[config.mk]
export PLATFORM = sky130hd
export DESIGN_NAME = switch_control_flat
export DESIGN_NICKNAME = d
export VERILOG_FILES = /design/src/rtl/switch_control_if.sv /design/src/rtl/switch_control.sv /design/src/flat_wrapper.sv
export SDC_FILE = /design/constraint.sdc
export NUM_CORES = 1
export LEC_CHECK = 0
export CORE_UTILIZATION = 40
export DETAILED_ROUTE_END_ITERATION = 7
export GPL_TIMING_DRIVEN = 0
export PLACE_DENSITY = 0.64
export SLEW_MARGIN = 5
export SYNTH_ARGS = -nofsm -noshare
export SYNTH_HDL_FRONTEND = slang
export SYNTH_SLANG_ARGS = --single-unit
[constraint.sdc]
create_clock -name clock -period 5.3 [get_ports clock]
set_clock_uncertainty 0.05 [all_clocks]
set_input_delay 0.795 -clock clock [delete_from_list [all_inputs] [get_ports clock]]
set_output_delay 0.795 -clock clock [all_outputs]
set_load 0.1 [all_outputs]
[src/rtl/switch_control_if.sv]
// Header request / crossbar select bundle between the five input buffers
// and the per-router allocation block.
interface switch_control_if #(
  parameter int NPORT   = 5,
  parameter int COORD_W = 4
);
  logic [NPORT-1:0]           h;
  logic [NPORT*2*COORD_W-1:0] target;
  logic [NPORT-1:0]           sender;
  logic [NPORT-1:0]           ack_h;
  logic [NPORT-1:0]           free;
  logic [NPORT*3-1:0]         mux_in;
  logic [NPORT*3-1:0]         mux_out;

  // Input-buffer side: raises requests, observes grants and crossbar selects.
  modport master (
    output h, target, sender,
    input  ack_h, free, mux_in, mux_out
  );

  // Allocator side.
  modport slave (
    input  h, target, sender,
    output ack_h, free, mux_in, mux_out
  );
endinterface

[src/rtl/switch_control.sv]
// Phoenix NoC switch control: round-robin header arbitration, XY routing
// against this router's address, output reservation and release.
module switch_control #(
  parameter int                     NPORT   = 5,
  parameter int                     COORD_W = 4,
  parameter logic [2*COORD_W-1:0]   ADDRESS = 8'h11
) (
  input logic            clock,
  input logic            reset,
  switch_control_if.slave sw
);

  localparam int IDX_W = 3;
  localparam int TGT_W = 2*COORD_W;

  typedef logic [IDX_W-1:0] ptr_t;

  localparam ptr_t EAST  = 3'd0;
  localparam ptr_t WEST  = 3'd1;
  localparam ptr_t NORTH = 3'd2;
  localparam ptr_t SOUTH = 3'd3;
  localparam ptr_t LOCAL = 3'd4;

  localparam logic [COORD_W-1:0] LX = ADDRESS[TGT_W-1:COORD_W];
  localparam logic [COORD_W-1:0] LY = ADDRESS[COORD_W-1:0];

  typedef enum logic [1:0] {
    S_IDLE,
    S_ARB,
    S_ROUTE,
    S_ACK
  } state_t;

  state_t           state_q, state_d;
  ptr_t             last_q, last_d;
  ptr_t             sel_q, sel_d;
  logic [NPORT-1:0] ack_q, ack_d;
  logic [NPORT-1:0] free_q, free_d;
  ptr_t             mux_in_q  [NPORT];
  ptr_t             mux_in_d  [NPORT];
  ptr_t             mux_out_q [NPORT];
  ptr_t             mux_out_d [NPORT];

  logic [TGT_W-1:0]   tgt_a [NPORT];
  logic [TGT_W-1:0]   tgt_sel;
  logic [COORD_W-1:0] tx, ty;
  ptr_t               route_dir;
  ptr_t               cand;
  ptr_t               pick_idx;
  logic               pick_found;

  for (genvar g = 0; g < NPORT; g++) begin : g_flat
    assign tgt_a[g]                          = sw.target[g*TGT_W +: TGT_W];
    assign sw.mux_in[g*IDX_W +: IDX_W]       = mux_in_q[g];
    assign sw.mux_out[g*IDX_W +: IDX_W]      = mux_out_q[g];
  end

  assign sw.ack_h = ack_q;
  assign sw.free  = free_q;

  // Round-robin pick: scan last+1 .. last (wrapping); nearest requester wins.
  always_comb begin
    pick_found = |sw.h;
    pick_idx   = last_q;
    cand       = last_q;
    // Descending scan so the final assignment is the closest successor of last.
    for (int unsigned k = NPORT; k >= 1; k--) begin
      cand = ptr_t'((32'(last_q) + k) % NPORT);
      if (sw.h[cand]) pick_idx = cand;
    end
  end

  // XY route of the selected header: resolve X first, then Y, else local.
  always_comb begin
    tgt_sel   = tgt_a[sel_q];
    tx        = tgt_sel[TGT_W-1:COORD_W];
    ty        = tgt_sel[COORD_W-1:0];
    route_dir = LOCAL;
    if (tx > LX)      route_dir = EAST;
    else if (tx < LX) route_dir = WEST;
    else if (ty > LY) route_dir = NORTH;
    else if (ty < LY) route_dir = SOUTH;
  end

  // Next state: per-cycle output release plus the allocation FSM.
  always_comb begin
    state_d   = state_q;
    last_d    = last_q;
    sel_d     = sel_q;
    ack_d     = '0;
    free_d    = free_q;
    mux_in_d  = mux_in_q;
    mux_out_d = mux_out_q;

    for (int unsigned o = 0; o < NPORT; o++) begin
      if (!free_q[o] && !sw.sender[mux_in_q[o]]) free_d[o] = 1'b1;
    end

    unique case (state_q)
      S_IDLE: begin
        if (|sw.h) state_d = S_ARB;
      end
      S_ARB: begin
        if (pick_found) begin
          sel_d   = pick_idx;
          last_d  = pick_idx;
          state_d = S_ROUTE;
        end else begin
          state_d = S_IDLE;
        end
      end
      S_ROUTE: begin
        // Release never touches route_dir here because it only acts on busy outputs.
        if (free_q[route_dir]) begin
          free_d[route_dir]    = 1'b0;
          mux_in_d[route_dir]  = sel_q;
          mux_out_d[sel_q]     = route_dir;
          ack_d[sel_q]         = 1'b1;
          state_d              = S_ACK;
        end else begin
          state_d = S_IDLE;
        end
      end
      S_ACK: begin
        state_d = S_IDLE;
      end
      default: state_d = S_IDLE;
    endcase
  end

  // State and registered outputs, synchronous active-low reset.
  always_ff @(posedge clock) begin
    if (!reset) begin
      state_q   <= S_IDLE;
      last_q    <= ptr_t'(NPORT-1);
      sel_q     <= '0;
      ack_q     <= '0;
      free_q    <= '1;
      mux_in_q  <= '{default: '0};
      mux_out_q <= '{default: '0};
    end else begin
      state_q   <= state_d;
      last_q    <= last_d;
      sel_q     <= sel_d;
      ack_q     <= ack_d;
      free_q    <= free_d;
      mux_in_q  <= mux_in_d;
      mux_out_q <= mux_out_d;
    end
  end

endmodule

[src/flat_wrapper.sv]
// flat-port wrapper written by rule: the top's interface ports become plain ports
module switch_control_flat 
#(
  parameter int                     NPORT   = 5,
  parameter int                     COORD_W = 4,
  parameter logic [2*COORD_W-1:0]   ADDRESS = 8'h11
)
  (clock, reset, sw_h, sw_target, sw_sender, sw_ack_h, sw_free, sw_mux_in, sw_mux_out);
  switch_control_if #(.NPORT(NPORT), .COORD_W(COORD_W)) sw_i ();
  input logic clock;
  input logic reset;
  input wire logic [$bits(sw_i.h)-1:0] sw_h;
  input wire logic [$bits(sw_i.target)-1:0] sw_target;
  input wire logic [$bits(sw_i.sender)-1:0] sw_sender;
  output wire logic [$bits(sw_i.ack_h)-1:0] sw_ack_h;
  output wire logic [$bits(sw_i.free)-1:0] sw_free;
  output wire logic [$bits(sw_i.mux_in)-1:0] sw_mux_in;
  output wire logic [$bits(sw_i.mux_out)-1:0] sw_mux_out;
  assign sw_i.h = sw_h;
  assign sw_i.target = sw_target;
  assign sw_i.sender = sw_sender;
  assign sw_ack_h = sw_i.ack_h;
  assign sw_free = sw_i.free;
  assign sw_mux_in = sw_i.mux_in;
  assign sw_mux_out = sw_i.mux_out;
  switch_control #(.NPORT(NPORT), .COORD_W(COORD_W), .ADDRESS(ADDRESS)) u_core (.clock(clock), .reset(reset), .sw(sw_i));
endmodule
== Yosys cells after proc, flatten, opt, wreduce, memory -nomap -nowiden ==
Index checks and enable logic that the tools add are counted.

* Output and inout port bits: 40
* Input bits: 52
* Bits in registers: 48

* Muxes and demuxes: 55
* $lt $le $gt $ge: 22
* Divide/modulo/power cells: 5
* Eq/ne operators: 4
* Bitwise operators: 4
* Reductions and logical operators: 24
* Add/sub/neg operators: 5

{| class="wikitable"
|+ Operators with widths
! cell !! number
|-
| 32-bit by 3-bit modulo with 32-bit output, second input constant || 5
|-
| 3-bit by 4-bit less-than comparator with 1-bit output, second input constant || 12
|-
| 1-bit binary-select mux with 3-bit select || 11
|-
| 3-bit 2-to-1 mux || 11
|-
| 15-bit bitwise mux || 2
|-
| 8-bit binary-select mux with 3-bit select || 1
|-
| 3-bit demux with 3-bit select || 2
|-
| 1-bit 2-to-1 mux || 18
|-
| 4-bit by 1-bit less-than comparator with 1-bit output, second input constant || 4
|-
| 8-bit 2-to-1 mux || 2
|-
| 1-bit logical NOT || 10
|-
| 5-bit 2-to-1 mux || 2
|-
| 1-bit logical AND || 9
|-
| 3-bit by 2-bit adder with 4-bit output, second input constant || 2
|-
| 3-bit by 3-bit adder with 4-bit output, second input constant || 2
|-
| 4-bit greater-or-equal comparator, second input constant || 2
|-
| 4-bit by 1-bit greater-than comparator with 1-bit output, second input constant || 2
|-
| 3-bit inverter with 4-bit output || 2
|-
| 2-bit case mux with 4 select lines || 1
|-
| 1-bit demux with 3-bit select || 2
|-
| 3-bit by 1-bit greater-or-equal comparator with 1-bit output, second input constant || 2
|-
| 2-bit 2-to-1 mux || 3
|-
| 5-bit bitwise AND || 1
|-
| 5-bit inverter || 1
|-
| other kinds (8) || 10
|}

== Depth between registers and ports, before layout ==
Gate-level depths: netlist (run 1).

* Depth in word-level cells: 17
* Gate-level depth with buffers: 19

== Worst setup path before layout (run 1) ==
No wires, ideal clock.

* Path type: flip-flop to flip-flop
* Start: reg, netlist name u_core.sel_q[0]
* End: reg u_core.sel_q[0]
* Stages on the path, launching flop included: 20
* Arrival: 4455 ps
* Path buffers: 2
* Path slack: 667 ps
* Cell sequence: dfxtp_1 -> buf_6 -> clkinv_1 -> ha_1 -> clkbuf_1 -> inv_1 -> ha_1 -> or2_2 -> o211ai_1 -> nand2_1 -> ha_1 -> nand2b_1 -> o2111ai_1 -> o211a_1 -> and3_1 -> o211a_1 -> a21oi_1 -> mux2i_1 -> a211oi_1 -> o22ai_1

{| class="wikitable"
|+ RTL lines
! what !! line !! source
|-
| end signal, assigned || switch_control.sv:144 || <nowiki>sel_q <= sel_d;</nowiki>
|-
| end, declared || switch_control.sv:36 || <nowiki>ptr_t sel_q, sel_d;</nowiki>
|}

==> results of run 1 <==
-- logic make-up after synthesis --
kind of cell | count (synthesis)
AO/OA/AOI/OAI | 135
XOR/XNOR | 7
adder cells (fa/ha/maj) | 31
buffers and inverters | 44
flip-flops | 46
multiplexers | 37
AND/OR/NAND/NOR | 181
-- worst paths after layout --
path | startpoint | endpoint | slack [ps] | depth (start not counted)
max | u_core.sel_q[1] | u_core.sel_q[2] | 340 | 19
min | u_core.sw.mux_out[14] | u_core.sw.mux_out[14] | 430 | 2
max reg2reg | u_core.sel_q[1] | u_core.sel_q[2] | 340 | 19
min reg2reg | u_core.sw.mux_out[14] | u_core.sw.mux_out[14] | 430 | 2
-- worst min-delay path, stage by stage, from the launching register on --
cell	delay [ps]
sky130_fd_sc_hd__dfxtp_1	320
sky130_fd_sc_hd__nand3_1	50
sky130_fd_sc_hd__o21ai_0	60
-- Yosys cell counts (9+ instances only) --
library cell	count	area share, %
sky130_fd_sc_hd__nor3_1	14	1.7
sky130_fd_sc_hd__inv_1	21	1.9
sky130_fd_sc_hd__nand2_1	28	2.6
sky130_fd_sc_hd__mux4_2	12	6.7
sky130_fd_sc_hd__clkbuf_1	11	1.0
sky130_fd_sc_hd__nor3b_1	11	2.0
sky130_fd_sc_hd__a21oi_1	23	2.8
sky130_fd_sc_hd__mux2i_1	20	4.9
sky130_fd_sc_hd__nand2b_1	9	1.4
sky130_fd_sc_hd__nand3_1	35	4.3
sky130_fd_sc_hd__dfxtp_1	46	23
sky130_fd_sc_hd__ha_1	30	9.3
sky130_fd_sc_hd__o21ai_0	40	4.9
sky130_fd_sc_hd__nor2_1	30	2.8
-- metal layers --
metal	vias up	GRT usage [%]	routed length [um]
li1	2025	-	-
met3	10	3.73	698
met5	-	0	0
met1	1985	34.9	5990
met4	0	6.15	104
met2	144	40.7	5960
-- timing repair --
action,4_1_cts,5_1_grt
hold buffers,0,0
cloned,0,0
gates resized for setup,4,8
setup buffers,0,4
endpoints found under the setup margin,4,4
pin swaps,0,0
-- power breakdown --
group	leakage [nW]	internal (mW)	switching [mW]
Combinational	1.55	1.04	1.41
Clock	0.0441	0.0928	0.124
Sequential	0.373	0.368	0.0512
Total	1.97	1.50	1.59
-- layout make-up --
type | instances | share of cell area (%)
repair buffers | 93 | 17.5
flip-flops and latches | 46 | 17.6
well taps | 133 | 3.15
inverters | 23 | 1.76
plain buffers | 20 | 2.04
multi-input cells | 391 | 56.3
clock buffers | 5 | 1.30
clock inverters | 3 | 0.403
-- state kept, by name, indices dropped and copies added, names as in the netlist --
register	count
u_core.last_q	1
u_core.sel_q	3
u_core.state_q	2
u_core.sw.ack_h	5
u_core.sw.free	5
u_core.sw.mux_in	15
u_core.sw.mux_out	15
==> impl_metrics.py, run 1 <==
metrics = {
    "final_layout": {
        "seq_area_um2": 926,
        "fillers": 948,
        "stdcell_count": 714,
        "cell_area_after_layout_um2": 5280,
        "utilization_pct": 53.7,
        "layout_commonest_cell": "sky130_fd_sc_hd__clkdlybuf4s50_1",
        "antenna_cells": 0,
        "finalNetCount": 663,
        "footprint_of_the_multi_input_gates_um2": 2970,
        "syn2layout_area_growth_pct": 30.0,
        "mostFrequentLayoutCells": "sky130_fd_sc_hd__clkdlybuf4s50_1, sky130_fd_sc_hd__dfxtp_1, sky130_fd_sc_hd__o21ai_0",
        "layout-drive-gt1-share_pct": 12.4,
    },
    "synthesis": {
        "dominant_combinational_cell_family_by_area_after_synthesis": "simple AND/OR/NAND/NOR gates",
        "synth-edff-count": 0,
        "fraction_of_the_mapped_netlist_area_in_adder_cells_pct": 9.75,
        "yosys_warnings": 0,
        "synth.avg_cell_area_um2": 8.43,
        "ys_seq_area_share_pct": 22.7,
        "synth-xor-area-share_pct": 1.51,
        "synth_top_flop_cell": "sky130_fd_sc_hd__dfxtp_1",
        "synth.ff_latch_count": 46,
        "fraction_of_the_mapped_netlist_area_in_compound_gates_pct": 22.8,
        "synthSimpleGateAreaFrac_pct": 25.0,
        "post_synth_mux_area_share_pct": 13.4,
        "synth.net_count": 564,
        "synth_cell_area_um2": 4060,
        "synth_cell_type_count": 79,
        "syn-instance-count": 481,
        "async_flop_share_pct": 0,
    },
    "placement": {
        "gp_congestion": 0.891,
        "place_inst": 703,
        "io_buffers": 89,
        "placed_cell_area_um2": 5110,
        "detailedPlace.worstSlack_ps": -792,
        "detailed_place_hpwl_um": 9930,
    },
    "setup_path": {
        "critical_path_buf_inv_count": 5,
        "path_class": "reg -> reg",
        "worst_path_fanout_max": 16,
        "critical-path-slowest-cell": "sky130_fd_sc_hd__mux4_2",
        "critical_path.max_stage_delay_ps": 530,
        "worstPathCellList": "clkbuf_4, clkinvlp_4, buf_4, ha_4, ha_1, or4b_4, and3_4, xnor2_1, inv_1, ha_1, mux4_2, inv_1, nor2_1, a22oi_1, o21ai_1, a211oi_1, o311ai_1, a311o_1, a21oi_1",
        "worst-endpoint-required_ps": 5480,
        "critPathLaunchType": "flop",
        "worst_path_dominant_cell_family": "compound AO/OA/AOI/OAI gates",
        "signal_arrival_time_at_the_worst_endpoint_ps": 5130,
        "endpoint_kind": "flop",
    },
    "worst_hold_path": {
        "hp-class": "reg -> reg",
    },
    "global_routing": {
        "all_layer_gr_usage_pct": 25.1,
        "largest_net_degree_at_the_start_of_global_routing": 17,
        "grt_antenna_before_repair": 0,
        "wire_length_of_the_first_global_routing_pass_um": 20600,
        "grt_pass1_vias": 4058,
        "grt_overflow": 0,
    },
    "clocking": {
        "clock_sink_count": 46,
        "insertion_delay_ps": 300,
        "clock-root-buffer": "sky130_fd_sc_hd__clkbuf_8",
        "cts.clk_slew.worst_paths_ps": 90,
        "cts_htree_levels": 2,
        "cts_buffers": 5,
        "tritoncts": "done",
        "clock_path_buffers": 2,
    },
    "sta": {
        "timing.final.crit_share_pct": 93.5,
        "timing_worst_slew_pin_value_ps": 1010,
        "finalSetupTns_ps": 0,
        "grt_setup_unrepaired": "no",
        "pins_over_slew_limit": 0,
        "timing.fmax_mhz": 202,
        "hold_slack_ps": 429,
        "time_the_final_worst_path_needs_with_i_o_delays_and_setup_ps": 4960,
        "finalSetupViolCount": 0,
        "timing.max_slew.rel_slack_pct": 32.6,
        "timing_hold_violations_final": 0,
        "layout_setup_ws_ps": 345,
    },
    "die": {
        "dieArea_um2": 10500,
        "row_count": 36,
        "initial_utilization_pct": 41.3,
        "die_height_um": 103,
        "boundaryPins": 92,
        "core_area_um2": 9820,
        "die_w_um": 103,
    },
    "power": {
        "worst_ir_drop_vdd_mv": 0.315,
        "power.density_nw_per_um2": 585,
        "finalPower_mw": 3.09,
        "p_leak_nw": 1.97,
    },
    "job": {
        "max_cap_viols": 0,
    },
    "detailed_routing": {
        "detail_route.iter0.violations": 182,
        "detailroute.via_count": 4164,
        "detail_route.wirelength_um": 12800,
        "route.antenna.remaining_nets": 0,
        "detail_route.vias_per_cell": 5.83,
        "drt-wirelength-per-cell_um": 17.9,
        "post-route-drc-count": 0,
        "drt_pre_antenna_iters": 5,
    },
    "status": {
        "run_status": "complete, no violations",
    },
}
No activity file was read; power rests on OpenSTA's default activity.
==> run 2, diff against run 1 <==
Settings changed: ABC_CLOCK_PERIOD_IN_PS set to 5300, PLACE_DENSITY 0.64 to 0.66.
==> impl_metrics.py, run 2 (same netlist as run 1, synthesis figures left out) <==
metrics = {
    "detailed_routing": {
        "detail_route.iter0.violations": 244,
        "post-route-drc-count": 0,
        "drt-wirelength-per-cell_um": 17.5,
        "route.antenna.remaining_nets": 0,
        "detailroute.via_count": 4175,
        "detail_route.wirelength_um": 12500,
        "detail_route.vias_per_cell": 5.86,
        "drt_pre_antenna_iters": 5,
    },
    "clocking": {
        "clock-root-buffer": "sky130_fd_sc_hd__clkbuf_8",
        "clock_path_buffers": 2,
        "cts_htree_levels": 2,
        "holdBufCountCts": 0,
        "tritoncts": "done",
        "insertion_delay_ps": 300,
        "cts_buffers": 5,
        "clock_sink_count": 46,
        "cts.clk_slew.worst_paths_ps": 80,
    },
    "setup_path": {
        "signal_arrival_time_at_the_worst_endpoint_ps": 5140,
        "critPathLaunchType": "flop",
        "critical_path_buf_inv_count": 3,
        "worstPathCellList": "buf_6, clkinv_2, ha_1, xnor2_2, inv_1, ha_1, or2_2, o211ai_1, nand2_1, ha_1, nand2b_1, o2111ai_1, o211a_1, and3_1, o211a_1, a21oi_1, mux2i_1, a211oi_1, o22ai_1",
        "path_class": "reg -> reg",
        "worst_path_dominant_cell_family": "compound AO/OA/AOI/OAI gates",
        "critical_path.max_stage_delay_ps": 470,
        "worstSetupPathDepth": 19,
        "endpoint_kind": "flop",
        "ff2ff_setup_slack_ps": 280,
        "worst_r2r_path_depth": 19,
        "crit-reg2reg-launch": "u_core.sel_q[0]",
        "crit_end": "u_core.sel_q[0]",
        "r2r_end": "u_core.sel_q[0]",
        "critical-path-slowest-cell": "sky130_fd_sc_hd__dfxtp_4",
        "worst_path_fanout_max": 13,
        "crit_top_cell": "sky130_fd_sc_hd__ha_1",
        "worst-endpoint-required_ps": 5430,
        "setup.worst_path.start": "u_core.sel_q[0]",
    },
    "sta": {
        "timing_hold_violations_final": 0,
        "pins_over_slew_limit": 0,
        "timing.max_slew.rel_slack_pct": 32.0,
        "timing.fmax_mhz": 199,
        "timing.final.crit_share_pct": 94.6,
        "time_the_final_worst_path_needs_with_i_o_delays_and_setup_ps": 5020,
        "layout_setup_ws_ps": 285,
        "timing_worst_slew_pin_value_ps": 1020,
        "grt_setup_unrepaired": "no",
        "finalSetupViolCount": 0,
    },
    "final_layout": {
        "antenna_cells": 0,
        "layout_commonest_cell": "sky130_fd_sc_hd__clkdlybuf4s50_1",
        "layout-drive-gt1-share_pct": 11.7,
        "utilization_pct": 53.5,
        "cell_area_after_layout_um2": 5260,
        "mostFrequentLayoutCells": "sky130_fd_sc_hd__clkdlybuf4s50_1, sky130_fd_sc_hd__dfxtp_1, sky130_fd_sc_hd__o21ai_0",
        "syn2layout_area_growth_pct": 29.6,
        "finalNetCount": 662,
    },
    "die": {
        "die_w_um": 103,
        "initial_utilization_pct": 41.3,
        "boundaryPins": 92,
        "core_area_um2": 9820,
        "die_height_um": 103,
        "dieArea_um2": 10500,
        "row_count": 36,
    },
    "global_routing": {
        "grt_overflow": 0,
        "all_layer_gr_usage_pct": 24.2,
        "largest_net_degree_at_the_start_of_global_routing": 17,
        "grt_antenna_before_repair": 0,
        "wire_length_of_the_first_global_routing_pass_um": 19800,
        "grt_pass1_vias": 3999,
    },
    "power": {
        "power.sequential.fraction_pct": 13.7,
        "p_int_mw": 1.50,
        "sw_share_pct": 50.9,
        "power.density_nw_per_um2": 581,
        "finalPower_mw": 3.05,
        "p_comb_share_pct": 79.1,
        "worst_ir_drop_vdd_mv": 0.266,
        "p_leak_nw": 1.96,
        "power.share.clock_pct": 7.2,
        "power_switching_mw": 1.55,
    },
    "worst_hold_path": {
        "hp-class": "reg -> reg",
        "worstHoldPathCells": 2,
    },
    "placement": {
        "io_buffers": 89,
        "detailed_place_hpwl_um": 9710,
        "placed_cell_area_um2": 5110,
        "detailedPlace.worstSlack_ps": -689,
        "gp_congestion": 0.909,
    },
    "job": {
        "max_cap_viols": 0,
    },
    "status": {
        "run_status": "complete, no violations",
    },
}
run 2: cell count changes in the layout (fill, tap and decap cells not counted), sizes merged:
cell      before  now
inv           22   21
buf           13   12
clkinvlp       2    1
clkbuf        16   18
run 2: power by group through the flow:
stage,registers (mW),clock network [mW],logic [mW]
floorplan,0.433,0,1.79
global placement,0.423,0,2.27
detailed placement,0.423,0,2.32
CTS,0.416,0.223,2.33
global route,0.422,0.238,2.63
finish,0.419,0.220,2.42
run 2: how the worst min path moves through the flow:
stage | start | end | slack (ps)
finish | u_core.sw.mux_out[9] | u_core.sw.mux_out[9] | 430
global route | u_core.sw.mux_out[13] | u_core.sw.mux_out[13] | 450
CTS | u_core.sw.mux_out[9] | u_core.sw.mux_out[9] | 430
detailed placement | u_core.sw.mux_out[12] | u_core.sw.mux_out[12] | 420
global placement | u_core.sw.mux_out[14] | u_core.sw.mux_out[14] | 410
floorplan | u_core.state_q[1] | u_core.state_q[0] | 450
run 2: final cells by class:
cell class	instances	area, um2
repair buffers	92	913
flip-flops and latches	46	926
clock inverters	1	5.00
well taps	133	166
inverters	23	91.3
plain buffers	20	108
clock buffers	7	86.3
multi-input cells	391	2960
fillers	970	4560
run 2: worst register-to-register path, cell delays in order (launching register included):
cell                        delay [ps]
sky130_fd_sc_hd__dfxtp_4           470
sky130_fd_sc_hd__buf_6             200
sky130_fd_sc_hd__clkinv_2          270
sky130_fd_sc_hd__ha_1              360
sky130_fd_sc_hd__xnor2_2           230
sky130_fd_sc_hd__inv_1             180
sky130_fd_sc_hd__ha_1              270
sky130_fd_sc_hd__or2_2             310
sky130_fd_sc_hd__o211ai_1          270
sky130_fd_sc_hd__nand2_1           170
sky130_fd_sc_hd__ha_1              260
sky130_fd_sc_hd__nand2b_1          130
sky130_fd_sc_hd__o2111ai_1         170
sky130_fd_sc_hd__o211a_1           240
sky130_fd_sc_hd__and3_1            200
sky130_fd_sc_hd__o211a_1           240
sky130_fd_sc_hd__a21oi_1           300
sky130_fd_sc_hd__mux2i_1           150
sky130_fd_sc_hd__a211oi_1          300
sky130_fd_sc_hd__o22ai_1           120
run 2: through the flow:
| stage | hold WS, ps | cells | TNS [ps] |
|---|---|---|---|
| 5_1_grt | 455 | 713 | 0 |
| 3_3_place_gp | 410 | 703 | -2140 |
| 6_report | 429 | 713 | 0 |
| 2_1_floorplan | 454 | 481 | 0 |
| 3_5_place_dp | 416 | 703 | -2230 |
| 4_1_cts | 432 | 710 | 0 |
run 2: what timing repair did:
item,in CTS,in global routing
resized for setup,4,5
setup buffers,0,3
setup endpoints to repair,4,4
pin swaps,0,0
run 2: metal layers:
layer / part of all wire [%] / vias up / wire length, um / GRT usage (%)
met2: 47 / 158 / 5880 / 40.4
met5: 0 / - / 0 / 0
met3: 5.8 / 32 / 724 / 3.66
li1: - / 2010 / - / -
met4: 2.1 / 0 / 264 / 8.24
met1: 45 / 1975 / 5640 / 32.0
==> patch 1: new RTL, flow settings as in run 1 <==
`COORD_W` is set to 4 in 3 places; all go to 6.
--- a/src/rtl/switch_control_if.sv
+++ b/src/rtl/switch_control_if.sv
@@ -2,7 +2,7 @@
 // and the per-router allocation block.
 interface switch_control_if #(
   parameter int NPORT   = 5,
-  parameter int COORD_W = 4
+  parameter int COORD_W = 6
 );
   logic [NPORT-1:0]           h;
   logic [NPORT*2*COORD_W-1:0] target;
--- a/src/rtl/switch_control.sv
+++ b/src/rtl/switch_control.sv
@@ -2,7 +2,7 @@
 // against this router's address, output reservation and release.
 module switch_control #(
   parameter int                     NPORT   = 5,
-  parameter int                     COORD_W = 4,
+  parameter int                     COORD_W = 6,
   parameter logic [2*COORD_W-1:0]   ADDRESS = 8'h11
 ) (
   input logic            clock,
--- a/src/flat_wrapper.sv
+++ b/src/flat_wrapper.sv
@@ -2,7 +2,7 @@
 module switch_control_flat 
 #(
   parameter int                     NPORT   = 5,
-  parameter int                     COORD_W = 4,
+  parameter int                     COORD_W = 6,
   parameter logic [2*COORD_W-1:0]   ADDRESS = 8'h11
 )
   (clock, reset, sw_h, sw_target, sw_sender, sw_ack_h, sw_free, sw_mux_in, sw_mux_out);
Ports: changed (resized sw_target); port bits go from 92 to 112. The function was not compared with the original's and may differ.
==> patch 1 against run 1 <==
  * Die area rose by 3.0%
  * Wire length shrank 0.92%
  * Cell area is 5.7% higher
  * Worst setup slack better by 0.052 ns
  * Total power shrank 6.0%
  * Synthesized area up 3.1%
  * Sequential power is 2% lower
  * Sequential cell count is the same
  * Via count decreased by 0.70%
  * Synthesized cell count decreased by 0.62%
  * Non-clock buffer count up 22
==> patch 1: results (changes against run 1) <==
<table>
<tr><th>Metric</th><th>Value</th></tr>
<tr><th colspan="2">Cells and area</th></tr>
<tr><td>Area growth syn-to-layout</td><td>33.33%</td></tr>
<tr><td>Non-clock buffers</td><td>135 (+19%)</td></tr>
<tr><td>Net count reported at finish</td><td>698 (+5.3%)</td></tr>
<tr><td>Proportion of cell area spent on the clock network</td><td>0.01548 (-0.001593)</td></tr>
<tr><td>Layout fillers</td><td>921 (-2.8%)</td></tr>
<tr><th colspan="2">Global route</th></tr>
<tr><td>Fraction of met3 tracks used by global routing</td><td>0.04010 (+0.002812)</td></tr>
<tr><td>Gr usage total</td><td>0.2390 (-0.01208)</td></tr>
<tr><td>Global-route wire length before repair</td><td>21.01 mm (+2.2%)</td></tr>
<tr><td>GR Util met1</td><td>0.3246 (-0.02476)</td></tr>
<tr><td>Largest net degree at the start of global routing</td><td>16 (-1)</td></tr>
<tr><th colspan="2">Synthesis</th></tr>
<tr><td>Main area contributors after synthesis</td><td>dfxtp_1, mux2i_1, ha_1</td></tr>
<tr><td>Number of distinct library cells after synthesis</td><td>81 (+2.5%)</td></tr>
<tr><td>Syn avg cell area</td><td>8.748 sq um (+3.7%)</td></tr>
<tr><th colspan="2">Place</th></tr>
<tr><td>Placed Cells incl. Taps</td><td>721 (+2.6%)</td></tr>
<tr><td>Gpl congestion</td><td>0.9110 (+2.2%)</td></tr>
<tr><td>Post-DP HPWL</td><td>10.04 mm (+1.2%)</td></tr>
<tr><td>Placed Area</td><td>5449 sq um (+6.6%)</td></tr>
<tr><td>Number of I/O port buffers</td><td>110 (+24%)</td></tr>
<tr><th colspan="2">Setup path</th></tr>
<tr><td>Largest delay share family, worst path</td><td>adder cells</td></tr>
<tr><td>Delay of the slowest cell on the worst path</td><td>0.59 ns (+0.06 ns)</td></tr>
<tr><td>Cell with the largest stage delay on the worst path</td><td>dfxtp_2</td></tr>
<tr><th colspan="2">Drt</th></tr>
<tr><td>Met3 routed wirelength</td><td>685 um (-1.9%)</td></tr>
<tr><td>Routed length per instance</td><td>17.26 um (-3.4%)</td></tr>
<tr><th colspan="2">Power</th></tr>
<tr><td>IR drop worst, VDD</td><td>278.6 uV (-12%)</td></tr>
<tr><th colspan="2">Floorplanning</th></tr>
<tr><td>Area of the core region</td><td>9955 sq um (+1.4%)</td></tr>
<tr><th colspan="2">Outcome</th></tr>
<tr><td>Run status</td><td>completed</td></tr>
</table>
## patch 1: cell families (layout without fill, tap and decap cells)
logic type | count (synthesis) | after routing | share of synthesized area
compound gates | 111 | 111 | 0.2140
xor+xnor | 8 | 8 | 0.02125
fa+ha+maj | 28 | 28 | 0.08378
buf+inv | 49 | 170 | 0.05176
flops | 46 | 46 | 0.2202
mux | 52 | 52 | 0.1613
simple gates | 184 | 184 | 0.2478
## patch 1: power by group
part | internal [W] | switching (W)
Sequential | 0.000367 | 0.0000423
Combinational | 0.000945 | 0.00134
Clock | 0.0000931 | 0.000119
Total | 0.00141 | 0.00150
## patch 1: worst paths after layout
kind                         start                    end  slack, ns  cells past startpoint
max                u_core.sel_q[0]        u_core.sel_q[0]       0.40                     17
min          u_core.sw.mux_out[14]  u_core.sw.mux_out[14]       0.41                      2
max reg2reg        u_core.sel_q[0]        u_core.sel_q[0]       0.40                     17
min reg2reg  u_core.sw.mux_out[14]  u_core.sw.mux_out[14]       0.41                      2
==> patch 2: new RTL, settings of run 1 <==
Without the edit above. Re-encode `state_t` (4 states) as one-hot, 4 bits wide.
--- a/src/rtl/switch_control.sv
+++ b/src/rtl/switch_control.sv
@@ -24,11 +24,11 @@
   localparam logic [COORD_W-1:0] LX = ADDRESS[TGT_W-1:COORD_W];
   localparam logic [COORD_W-1:0] LY = ADDRESS[COORD_W-1:0];
 
-  typedef enum logic [1:0] {
-    S_IDLE,
-    S_ARB,
-    S_ROUTE,
-    S_ACK
+  typedef enum logic [3:0] {
+    S_IDLE  = 4'b0001,
+    S_ARB   = 4'b0010,
+    S_ROUTE = 4'b0100,
+    S_ACK   = 4'b1000
   } state_t;
 
   state_t           state_q, state_d;
Formal check against the unedited RTL: no difference found for any inputs over 4 cycles, from zero or initial values and one cycle with reset low; so few cycles prove little.
==> patch 2 against run 1 <==
  * Sequential share of layout area increased by 0.76 points
  * Fmax up 0.29%
  * Non-clock buffer count increased by 6
  * Sequential cell count increased by 2
  * Die area fell by 0.42%
  * Worst setup slack improved by 0.015 ns
  * Synthesized area down 0.43%
  * Utilization is 0.18 points higher
  * Cell area fell by 0.12%
  * Wire length fell by 7.0%
  * Highest routed layer unchanged
Power is not compared: it rests on default switching activity, and its combinational part moved more than twofold at a synthesized area within 25%.
==> patch 2: results (changes against run 1) <==
<table>
<tr><th>Metric</th><th>Value</th></tr>
<tr><th colspan="2">Setup path</th></tr>
<tr><td>Maximum fanout along the worst path</td><td>15 (-1)</td></tr>
<tr><td>FF-to-FF Start</td><td>u_core.sel_q[0]</td></tr>
<tr><td>Delay of the slowest cell on the worst path</td><td>0.39 ns (-0.14 ns)</td></tr>
<tr><td>Cell with the largest stage delay on the worst path</td><td>ha_2</td></tr>
<tr><th colspan="2">Synthesis</th></tr>
<tr><td>Number of distinct library cells after synthesis</td><td>75 (-5.1%)</td></tr>
<tr><td>Main area contributors after synthesis</td><td>dfxtp_1, mux2i_1, ha_1</td></tr>
<tr><td>Xor and xnor fraction of the mapped netlist area</td><td>0.02757 (+0.01246)</td></tr>
<tr><td>Nets in the synthesized netlist</td><td>554 (-1.8%)</td></tr>
<tr><td>Multiplexer share of the synthesized area</td><td>0.1837 (+0.05015)</td></tr>
<tr><td>Synth Area in Adders</td><td>0.08674 (-0.01073)</td></tr>
<tr><td>Most frequent cells after synthesis</td><td>nor2_1, dfxtp_1, mux2i_1, nand2_1, ha_1</td></tr>
<tr><th colspan="2">Min path</th></tr>
<tr><td>Hold path startpoint</td><td>u_core.sw.mux_out[4]</td></tr>
<tr><th colspan="2">CTS</th></tr>
<tr><td>Count of cells resized by post-cts repair</td><td>2 (-2)</td></tr>
<tr><td>Post-CTS setup repair buffer count</td><td>2 (+2)</td></tr>
<tr><th colspan="2">Drt</th></tr>
<tr><td>Met2 wire len</td><td>5.240 mm (-12%)</td></tr>
<tr><td>Routed length per instance</td><td>16.71 um (-6.5%)</td></tr>
<tr><td>Length of routed wiring on met1</td><td>5.794 mm (-3.3%)</td></tr>
<tr><td>Detail-routed via count per cell</td><td>5.611 (-3.8%)</td></tr>
<tr><td>Initial DRC count</td><td>216 (+19%)</td></tr>
<tr><th colspan="2">Global route</th></tr>
<tr><td>Global-route wire length before repair</td><td>18.49 mm (-10%)</td></tr>
<tr><td>Via count of the first global-routing pass</td><td>3731 (-8.1%)</td></tr>
<tr><td>Gr usage total</td><td>0.2258 (-0.02526)</td></tr>
<tr><td>Largest net degree at the start of global routing</td><td>16 (-1)</td></tr>
<tr><th colspan="2">Cells and area</th></tr>
<tr><td>Net count reported at finish</td><td>656 (-1.1%)</td></tr>
<tr><td>Non-filler instance count after layout</td><td>710 (-0.56%)</td></tr>
<tr><th colspan="2">Place</th></tr>
<tr><td>Placement Setup Slack</td><td>-0.4016 ns (+0.3908 ns)</td></tr>
<tr><td>Placed Cells incl. Taps</td><td>696 (-1.0%)</td></tr>
<tr><td>Gpl congestion</td><td>0.9404 (+5.5%)</td></tr>
<tr><th colspan="2">Outcome</th></tr>
<tr><td>Run status</td><td>completed</td></tr>
<tr><th colspan="2">STA</th></tr>
<tr><td>Final worst hold slack</td><td>0.4183 ns (-0.01076 ns)</td></tr>
</table>
[patch 2: cell type report]
class                   count  area, sq um
multi-input cells         375         2873
plain buffers              24        131.4
fillers                   922         4506
flip-flops and latches     48        964.7
inverters                  27        101.3
well taps                 133        166.4
clock buffers               6        82.58
clock inverters             2        13.76
repair buffers             95        935.9
[patch 2: how the worst max path moves through the flow]
stage / endpoint / slack (ns) / from / cells after the start
after floorplan: u_core.sel_q[0] / 0.75 / u_core.sel_q[0] / 22
after global placement: u_core.sel_q[0] / -0.25 / u_core.sel_q[0] / 22
after detailed placement: u_core.sel_q[0] / -0.40 / u_core.sel_q[0] / 22
after CTS: u_core.sel_q[0] / 0.01 / u_core.sel_q[0] / 22
after global routing: u_core.sel_q[0] / 0.02 / u_core.sel_q[0] / 22
final: u_core.sel_q[2] / 0.36 / u_core.sel_q[0] / 18
[patch 2: power groups by stage]
stage / Sequential [W] / Combinational [W] / Clock [W]
CTS: 0.000379 / 0.000657 / 0.000237
global route: 0.000377 / 0.000746 / 0.000252
finish: 0.000376 / 0.000683 / 0.000237
global placement: 0.000387 / 0.000624 / 0
detailed placement: 0.000387 / 0.000640 / 0
floorplan: 0.000385 / 0.000478 / 0
[patch 2: worst reg2reg max path, cell delays in order (launching register included)]
cell and delay (ns):
dfxtp_4 0.38, buf_6 0.15, buf_6 0.15, inv_2 0.12, buf_2 0.37, ha_2 0.39
ha_1 0.24, nor4b_1 0.36, a211oi_2 0.16, xnor2_2 0.33, ha_1 0.22, nand2b_1 0.12
a41oi_2 0.24, or3_1 0.38, a211oi_1 0.36, nor2_1 0.07, o311ai_0 0.39, nand3_1 0.19
a21oi_1 0.20
[patch 2: routing by layer]
metal  global-route usage  vias up
met5                    0        -
met1               0.3191     1906
met4              0.05495        0
met2               0.3564      111
met3              0.03762       15
li1                     -     1952
